--- src/rtl/cs_pkg.sv ---
// Shared constants and types for the CS stream sequencer and its result FIFO.
package cs_pkg;
    localparam int XW        = 8;
    localparam int YW        = 10;
    localparam int WIN       = 9;
    localparam int OUT_DEPTH = 4;
    localparam int FCW       = 4;
    localparam int RCW       = 16;

    typedef enum logic [1:0] {
        IDLE  = 2'd0,
        FILL  = 2'd1,
        RUN   = 2'd2,
        FLUSH = 2'd3
    } state_e;

    typedef logic [YW-1:0] result_t;
endpackage

--- src/rtl/cs_res_fifo.sv ---
// Synchronous result FIFO; a push into a full FIFO is accepted when a pop happens in the same cycle.
module cs_res_fifo #(
    parameter int W     = 10,
    parameter int DEPTH = 4,
    localparam int AW   = (DEPTH > 1) ? $clog2(DEPTH) : 1,
    localparam int OW   = $clog2(DEPTH + 1)
) (
    input  logic          clk,
    input  logic          reset,
    input  logic          push_i,
    input  logic [W-1:0]  push_data_i,
    input  logic          pop_i,
    output logic [OW-1:0] occ_o,
    output logic [W-1:0]  head_o,
    output logic          valid_o
);
    logic [W-1:0]  mem_q [DEPTH];
    logic [AW-1:0] rd_q;
    logic [AW-1:0] wr_q;
    logic [OW-1:0] occ_q;
    logic          do_push_s;
    logic          do_pop_s;

    function automatic logic [AW-1:0] next_ptr(input logic [AW-1:0] p);
        return (p == AW'(DEPTH - 1)) ? '0 : p + AW'(1);
    endfunction

    assign do_pop_s  = pop_i && (occ_q != '0);
    assign do_push_s = push_i && ((occ_q != OW'(DEPTH)) || do_pop_s);
    assign occ_o     = occ_q;
    assign valid_o   = (occ_q != '0);
    assign head_o    = mem_q[rd_q];

    // Storage array carries no reset; only the pointers define valid content.
    always_ff @(posedge clk) begin
        if (do_push_s) begin
            mem_q[wr_q] <= push_data_i;
        end
    end

    // Pointer and occupancy bookkeeping.
    always_ff @(posedge clk) begin
        if (reset) begin
            rd_q  <= '0;
            wr_q  <= '0;
            occ_q <= '0;
        end else begin
            if (do_push_s) wr_q <= next_ptr(wr_q);
            if (do_pop_s)  rd_q <= next_ptr(rd_q);
            case ({do_push_s, do_pop_s})
                2'b10:   occ_q <= occ_q + OW'(1);
                2'b01:   occ_q <= occ_q - OW'(1);
                default: occ_q <= occ_q;
            endcase
        end
    end
endmodule

--- src/rtl/cs_stream_ctrl.sv ---
// Sequencer for the 9-tap CS datapath: sample intake, window fill tracking,
// result capture one cycle after each full-window shift, and output buffering.
module cs_stream_ctrl
    import cs_pkg::*;
#(
    parameter int P_XW        = XW,
    parameter int P_YW        = YW,
    parameter int P_WIN       = WIN,
    parameter int P_OUT_DEPTH = OUT_DEPTH
) (
    input  logic              clk,
    input  logic              reset,
    input  logic              in_valid,
    input  logic [P_XW-1:0]   in_data,
    output logic              in_ready,
    input  logic              flush,
    output logic              dp_shift,
    output logic [P_XW-1:0]   dp_x,
    output logic              dp_clear,
    input  logic [P_YW-1:0]   dp_y,
    output logic              out_valid,
    output logic [P_YW-1:0]   out_data,
    input  logic              out_ready,
    output logic [FCW-1:0]    fill_cnt,
    output logic [RCW-1:0]    res_cnt
);
    localparam int OW = $clog2(P_OUT_DEPTH + 1);

    state_e         state_q, state_d;
    logic [FCW-1:0] fill_q, fill_d;
    logic [RCW-1:0] res_q, res_d;
    logic           cap_pend_q, cap_pend_d;

    logic [OW-1:0]  fifo_occ_s;
    logic [OW:0]    committed_s;
    logic [FCW-1:0] fill_inc_s;
    logic           accept_s;
    logic           clearing_s;

    // A pending capture already owns a FIFO slot, so it counts against space.
    assign committed_s = {1'b0, fifo_occ_s} + (OW+1)'(cap_pend_q);
    assign in_ready    = !reset && !flush && (state_q != FLUSH)
                         && (committed_s < (OW+1)'(P_OUT_DEPTH));
    assign accept_s    = in_valid && in_ready;
    assign fill_inc_s  = (fill_q >= FCW'(P_WIN)) ? fill_q : fill_q + FCW'(1);
    assign clearing_s  = flush || (state_q == FLUSH);

    assign dp_shift = accept_s;
    assign dp_x     = in_data;
    assign dp_clear = (state_q == FLUSH);
    assign fill_cnt = fill_q;
    assign res_cnt  = res_q;

    // Next-state, counter and capture-pending logic.
    always_comb begin
        state_d    = state_q;
        fill_d     = fill_q;
        res_d      = res_q;
        cap_pend_d = accept_s && (fill_inc_s == FCW'(P_WIN));

        if (flush) begin
            state_d = FLUSH;
        end else begin
            case (state_q)
                IDLE: begin
                    if (accept_s) begin
                        state_d = (fill_inc_s == FCW'(P_WIN)) ? RUN : FILL;
                    end else begin
                        state_d = IDLE;
                    end
                end
                FILL: begin
                    if (accept_s && (fill_inc_s == FCW'(P_WIN))) begin
                        state_d = RUN;
                    end else begin
                        state_d = FILL;
                    end
                end
                RUN:     state_d = RUN;
                FLUSH:   state_d = IDLE;
                default: state_d = IDLE;
            endcase
        end

        if (clearing_s) begin
            fill_d = '0;
            res_d  = '0;
        end else begin
            if (accept_s) begin
                fill_d = fill_inc_s;
            end else begin
                fill_d = fill_q;
            end
            if (cap_pend_q) begin
                res_d = res_q + RCW'(1);
            end else begin
                res_d = res_q;
            end
        end
    end

    // State and counter registers.
    always_ff @(posedge clk) begin
        if (reset) begin
            state_q    <= IDLE;
            fill_q     <= '0;
            res_q      <= '0;
            cap_pend_q <= 1'b0;
        end else begin
            state_q    <= state_d;
            fill_q     <= fill_d;
            res_q      <= res_d;
            cap_pend_q <= cap_pend_d;
        end
    end

    cs_res_fifo #(
        .W     (P_YW),
        .DEPTH (P_OUT_DEPTH)
    ) u_fifo (
        .clk         (clk),
        .reset       (reset),
        .push_i      (cap_pend_q),
        .push_data_i (dp_y),
        .pop_i       (out_ready),
        .occ_o       (fifo_occ_s),
        .head_o      (out_data),
        .valid_o     (out_valid)
    );
endmodule

--- config.mk ---
export PLATFORM = sky130hd
export DESIGN_NAME = cs_stream_ctrl
export DESIGN_NICKNAME = d
export VERILOG_FILES = /design/src/rtl/cs_pkg.sv /design/src/rtl/cs_res_fifo.sv /design/src/rtl/cs_stream_ctrl.sv
export SDC_FILE = /design/constraint.sdc
export NUM_CORES = 1
export LEC_CHECK = 0
export CAP_MARGIN = 40
export CORE_MARGIN = 2
export CORE_UTILIZATION = 40
export DETAILED_ROUTE_END_ITERATION = 16
export PLACE_DENSITY = 0.7
export SLEW_MARGIN = 30
export SYNTH_ARGS = -nofsm -noshare
export SYNTH_HDL_FRONTEND = slang
export SYNTH_SLANG_ARGS = --single-unit
--- constraint.sdc ---
create_clock -name clk -period 4.9 [get_ports clk]
set_input_delay 0.98 -clock clk [delete_from_list [all_inputs] [get_ports clk]]
set_output_delay 0.98 -clock clk [all_outputs]
set_load 0.01 [all_outputs]
=== Yosys cells after proc, flatten, opt, wreduce, memory -nomap -nowiden ===
Memories as Yosys holds them, arrays and structs flattened. A register that Yosys moved wholly into a read port is not among the register bits.
Cells that the tools add are included.

* Bits in registers: 30
* Memories kept: 1
* Bits in writable memories: 40
* Output and inout port bits: 42
* Word-level logic and storage cells: 55

* Add/subtract/negate cells: 7
* Reduce and logical (&&, ||, !) cells: 15
* Mux-type cells: 13
* Eq/ne operators: 10
* Magnitude comparators: 2

{| class="wikitable"
|+ Memories
! memory !! depth !! bits a word !! rd ports !! clocked after Yosys merged registers in !! write ports !! line !! text
|-
| u_fifo.mem_q || 4 || 10 || 1 || 1 || 1 || cs_res_fifo.sv:17 || <nowiki>logic [W-1:0] mem_q [DEPTH];</nowiki>
|}

{| class="wikitable"
|+ Operators by type and width
! kind !! count
|-
| 16-bit by 1-bit adder with 16-bit output, second input constant || 1
|-
| 2-bit 2-to-1 mux || 8
|-
| 2-bit equality test, second input constant || 5
|-
| 2-bit one-hot mux with 4 select lines || 1
|-
| 1-bit logical AND || 7
|-
| 3-bit one-hot mux with 2 select lines || 1
|-
| 2-bit by 1-bit adder with 2-bit output, second input constant || 2
|-
| 3-bit by 1-bit adder with 4-bit output || 1
|-
| 4-bit by 1-bit adder with 4-bit output, second input constant || 1
|-
| 2-bit by 1-bit equality test with 1-bit output, second input constant || 2
|-
| 4-bit equality test, second input constant || 1
|-
| 4-bit >= comparator, second input constant || 1
|-
| 4-bit by 3-bit less-than comparator with 1-bit output, second input constant || 1
|-
| 4-bit 2-to-1 mux || 1
|-
| 3-bit by 1-bit adder with 3-bit output, second input constant || 1
|-
| 3-bit inequality test, second input constant || 1
|-
| 3-bit nonzero test || 1
|-
| 3-bit by 1-bit subtractor with 3-bit output, second input constant || 1
|-
| 1-bit logical NOT || 2
|-
| 2-bit logical NOT || 1
|-
| 1-bit logical OR || 2
|-
| 1-bit 2-to-1 mux || 2
|-
| 2-bit inequality test, second input constant || 1
|-
| 2-bit nonzero test || 1
|-
| 2-bit OR reduction || 1
|}

=== Depth between registers and ports, before layout ===
* Depth after elaboration: 9
* Mapped depth: 9
* Gate-level depth less buffers: 9

=== Modules after synthesis ===
From an unflattened synthesis, not the netlist that was laid out.

* Cell total of the unflattened synthesis: 245
* Area, all modules: 3,134.3 um^2

{| class="wikitable"
|+ Modules (own cells, without submodules)
! module !! area an instance (um^2) !! cells each !! instances
|-
| cs_res_fifo || 1,930.6 || 103 || 1
|-
| cs_stream_ctrl || 1,203.7 || 142 || 1
|}

=== Worst setup path before layout ===
No wires, ideal clock.

* Path kind: in2out
* Start point: in reset
* End point: out in_ready
* Cell stages on the path: 3
* Arrival time: 1.748 ns
* Data required time: 3.920 ns
* Path slack: 2.172 ns
* Cell sequence: or3_1 > clkbuf_1 > nor2b_1

* Word-level cells in the longest chain between the ends: 4

{| class="wikitable"
|+ Ends and longest elaborated chain
! element !! line !! text
|-
| from (decl) || cs_stream_ctrl.sv:12 || <nowiki>input logic reset,</nowiki>
|-
| 1-bit logical NOT || cs_stream_ctrl.sv:42 || <nowiki>assign in_ready = !reset && !flush && (state_q != FLUSH)</nowiki>
|-
| 1-bit logical AND (2 in series) || cs_stream_ctrl.sv:42 ||
|-
| 1-bit logical AND || cs_stream_ctrl.sv:43 || <nowiki>&& (committed_s < (OW+1)'(P_OUT_DEPTH));</nowiki>
|-
| to (decl) || cs_stream_ctrl.sv:15 || <nowiki>output logic in_ready,</nowiki>
|}

Every way passes these cells.

=== Final worst setup path ===
Ends and elaborated chain as after synthesis.

==> flow_summary_export.csv <==
group,metric,value,unit
placed_design,place_hpwl,3.73,mm
pwr,p_per_area,311,nW/um^2
logic_synthesis,synth_ff_type,"edfxtp_1",
grt,antenna_found_initial,0,
setup_path,crit_type,"in -> out",
logic_synthesis,synthDistinctLibCells,43,
drt,wl_per_cell,14.1,um
logic_synthesis,ys_top_cells_by_area,"edfxtp_1, dfxtp_1, mux4_2",
layout,syn2layout_area_growth,23.5,%
clocking,numCtsBuffers,9,
grt,grt-ovfl-total,0,
drt,vias_per_cell,5.01,
run_status,status,"complete, no violations",
layout,drive_gt1_share,10.5,%
logic_synthesis,postSynthCellCount,238,
logic_synthesis,ys_warn_count,0,
setup_path,start_kind,"primary input",
logic_synthesis,synth.largest_area_cell,"edfxtp_1",
floorplanning,die_area,8420,sq um
logic_synthesis,ys_seq_area_share,59.8,%
placed_design,dp_cells,370,
grt,grt_pass1_vias,1998,
drt,drtIter0Drc,77,
clocking,hold_buffers,0,
setup_path,path_max_fanout,20,
clocking,cts_tree,"done",
clocking,cts.sinks,72,
timing,tns,0,ns
timing,hold_viol,0,
placed_design,dpl_cell_area,3580,sq um
layout,final_nets,316,
pwr,leakagePower,1.26,nW
logic_synthesis,ys_ff_latch,72,
logic_synthesis,netlist_area,3080,sq um
clocking,root_buffer,"clkbuf_8",
clocking,clock_path_buffers,2,
timing,report.final.setup_viol,0,
min_path,hp-class,"reg -> reg",
drt,drtAntennaViolNets,0,
grt,grt_first_pass_wirelength,9.36,mm
grt,grt_max_degree,21,
logic_synthesis,async_flop_share,0,%
setup_path,cp_data_required_time,3.92,ns
timing,min_period,3.88,ns
placed_design,dpl_worst_slack,0.969,ns
clocking,post-cts-setup-buffer-count,0,
drt,first_pass_iters,4,
logic_synthesis,synth_edf_count,40,
logic_synthesis,synthTopCellsByCount,"edfxtp_1, dfxtp_1, nor2_1",
layout,diodes,0,
logic_synthesis,syn_area_per_cell,12.9,sq um
setup_path,reg2reg_setup_slack,2.53,ns
logic_synthesis,synth_nets,272,
timing,finalWorstSetupSlack,1.02,ns
floorplanning,fp.coreArea,7370,sq um
timing,worst_clock_skew,0.00741,ns
drt,wirelength,5.45,mm
timing,period_share,79.3,%
layout,instances_no_fill,386,
drt,num_vias,1933,
timing,drv_slew,0,
floorplanning,ioPinCount,65,
placed_design,place.gp.congestion,0.796,
floorplanning,rows,31,
timing,timing.fmax,257,MHz
timing,worst_hold_slack,0.485,ns
timing,maxSlewHeadroom,51.7,%
pwr,vdd_drop_max,156,uV
flow_run,maxCapViolCount,0,
grt,grt_use_total,14.1,%
clocking,clkLatencyLatePin,0.34,ns
drt,drc,0,
placed_design,portBuffers,48,
logic_synthesis,synth_top_area_share,39.0,%
layout,final_cell_area,3800,sq um
floorplanning,start_util,41.8,%
setup_path,worst_setup_path_end_kind,"primary output",
logic_synthesis,synth_most_common_cell,"edfxtp_1",
timing,worst-slew-pin-transition,0.724,ns
clocking,cts_resized,0,
clocking,clk_pin_slew,0.08,ns
floorplanning,die_w,91.8,um
timing,rsz0062_at_grt,"false",
floorplanning,dieHeight,91.8,um
clocking,htreeDepth,3,
setup_path,crit_arrival,2.90,ns
[worst max-delay path, cell delays in order]
cell and delay [ns]:
clkdlybuf4s50_1 0.61, or3_1 0.44, buf_4 0.21, nor2b_1 0.12
clkdlybuf4s50_1 0.54
[per-layer routing]
metal | GRT usage (%) | vias up | wire, um
li1 | - | 948 | -
met2 | 24.1 | 55 | 2700
met5 | 0 | - | 0
met1 | 16.5 | 924 | 2410
met4 | 5.60 | 0 | 69
met3 | 4.60 | 6 | 264
[cells by family after synthesis]
family / synth area share, %
and+or+nand+nor: 13.8
DFF: 59.8
buffers and inverters: 5.08
AOI/OAI and AO/OA: 5.04
xor gates and xnor gates: 3.98
muxes: 7.64
adders and majority gates: 4.71
[cell usage in the layout (no fill, tap or decap), drive strengths merged, types with 2 or more instances in the layout]
cell type / n
and2: 9
nor4b: 2
clkdlybuf4s50: 48
inv: 14
and3: 3
nand3: 5
xor2: 12
a31oi: 3
dfxtp: 32
edfxtp: 40
mux4: 10
clkbuf: 10
nand4: 6
nand2b: 2
o21ai: 5
nor2: 17
or3: 8
nor2b: 2
a21oi: 10
nand2: 14
ha: 10
bufinv: 2
clkinvlp: 2
xnor2: 2
and4: 3
[final timing paths]
path                   startpoint              end  depth (start not counted)
setup / recovery            reset         in_ready                          5
hold reg to reg    u_fifo.rd_q[1]   u_fifo.rd_q[1]                          2
setup reg to reg  u_fifo.occ_o[2]  u_fifo.occ_o[2]                          9
hold / removal     u_fifo.rd_q[1]   u_fifo.rd_q[1]                          2
[metrics by stage]
stage                     power (mW)  util (%)
after global placement         0.690      48.6
after global routing            1.24      51.6
after floorplan                0.675         -
after detailed placement       0.691      48.6
after CTS                       1.20      51.6
final                           1.19      51.6
[flip-flops by register name, summed over array words and instances, names as in the netlist, named ones only]
register,count
cap_pend_q,1
fill_cnt,4
res_cnt,16
state_q,2
u_fifo.mem_q,40
u_fifo.occ_o,3
u_fifo.rd_q,2
u_fifo.wr_q,2
[power by group]
| part | switching, mW | leakage (nW) | total, mW | internal, mW |
|---|---|---|---|---|
| registers | 0.00185 | 0.618 | 0.639 | 0.637 |
| clock network | 0.219 | 0.103 | 0.508 | 0.289 |
| logic | 0.0180 | 0.542 | 0.0377 | 0.0197 |
| total | 0.239 | 1.26 | 1.19 | 0.946 |
[cell type report]
| cell class | count | area [sq um] |
|---|---|---|
| clock buffer | 10 | 128 |
| timing repair buffer | 49 | 488 |
| tap | 99 | 124 |
| sequential | 72 | 1840 |
| inverter | 13 | 48.8 |
| fill | 649 | 3560 |
| clock inverter | 6 | 92.6 |
| multi-input combinational | 137 | 1080 |
Note: power is estimated with default switching activity, not from simulation.
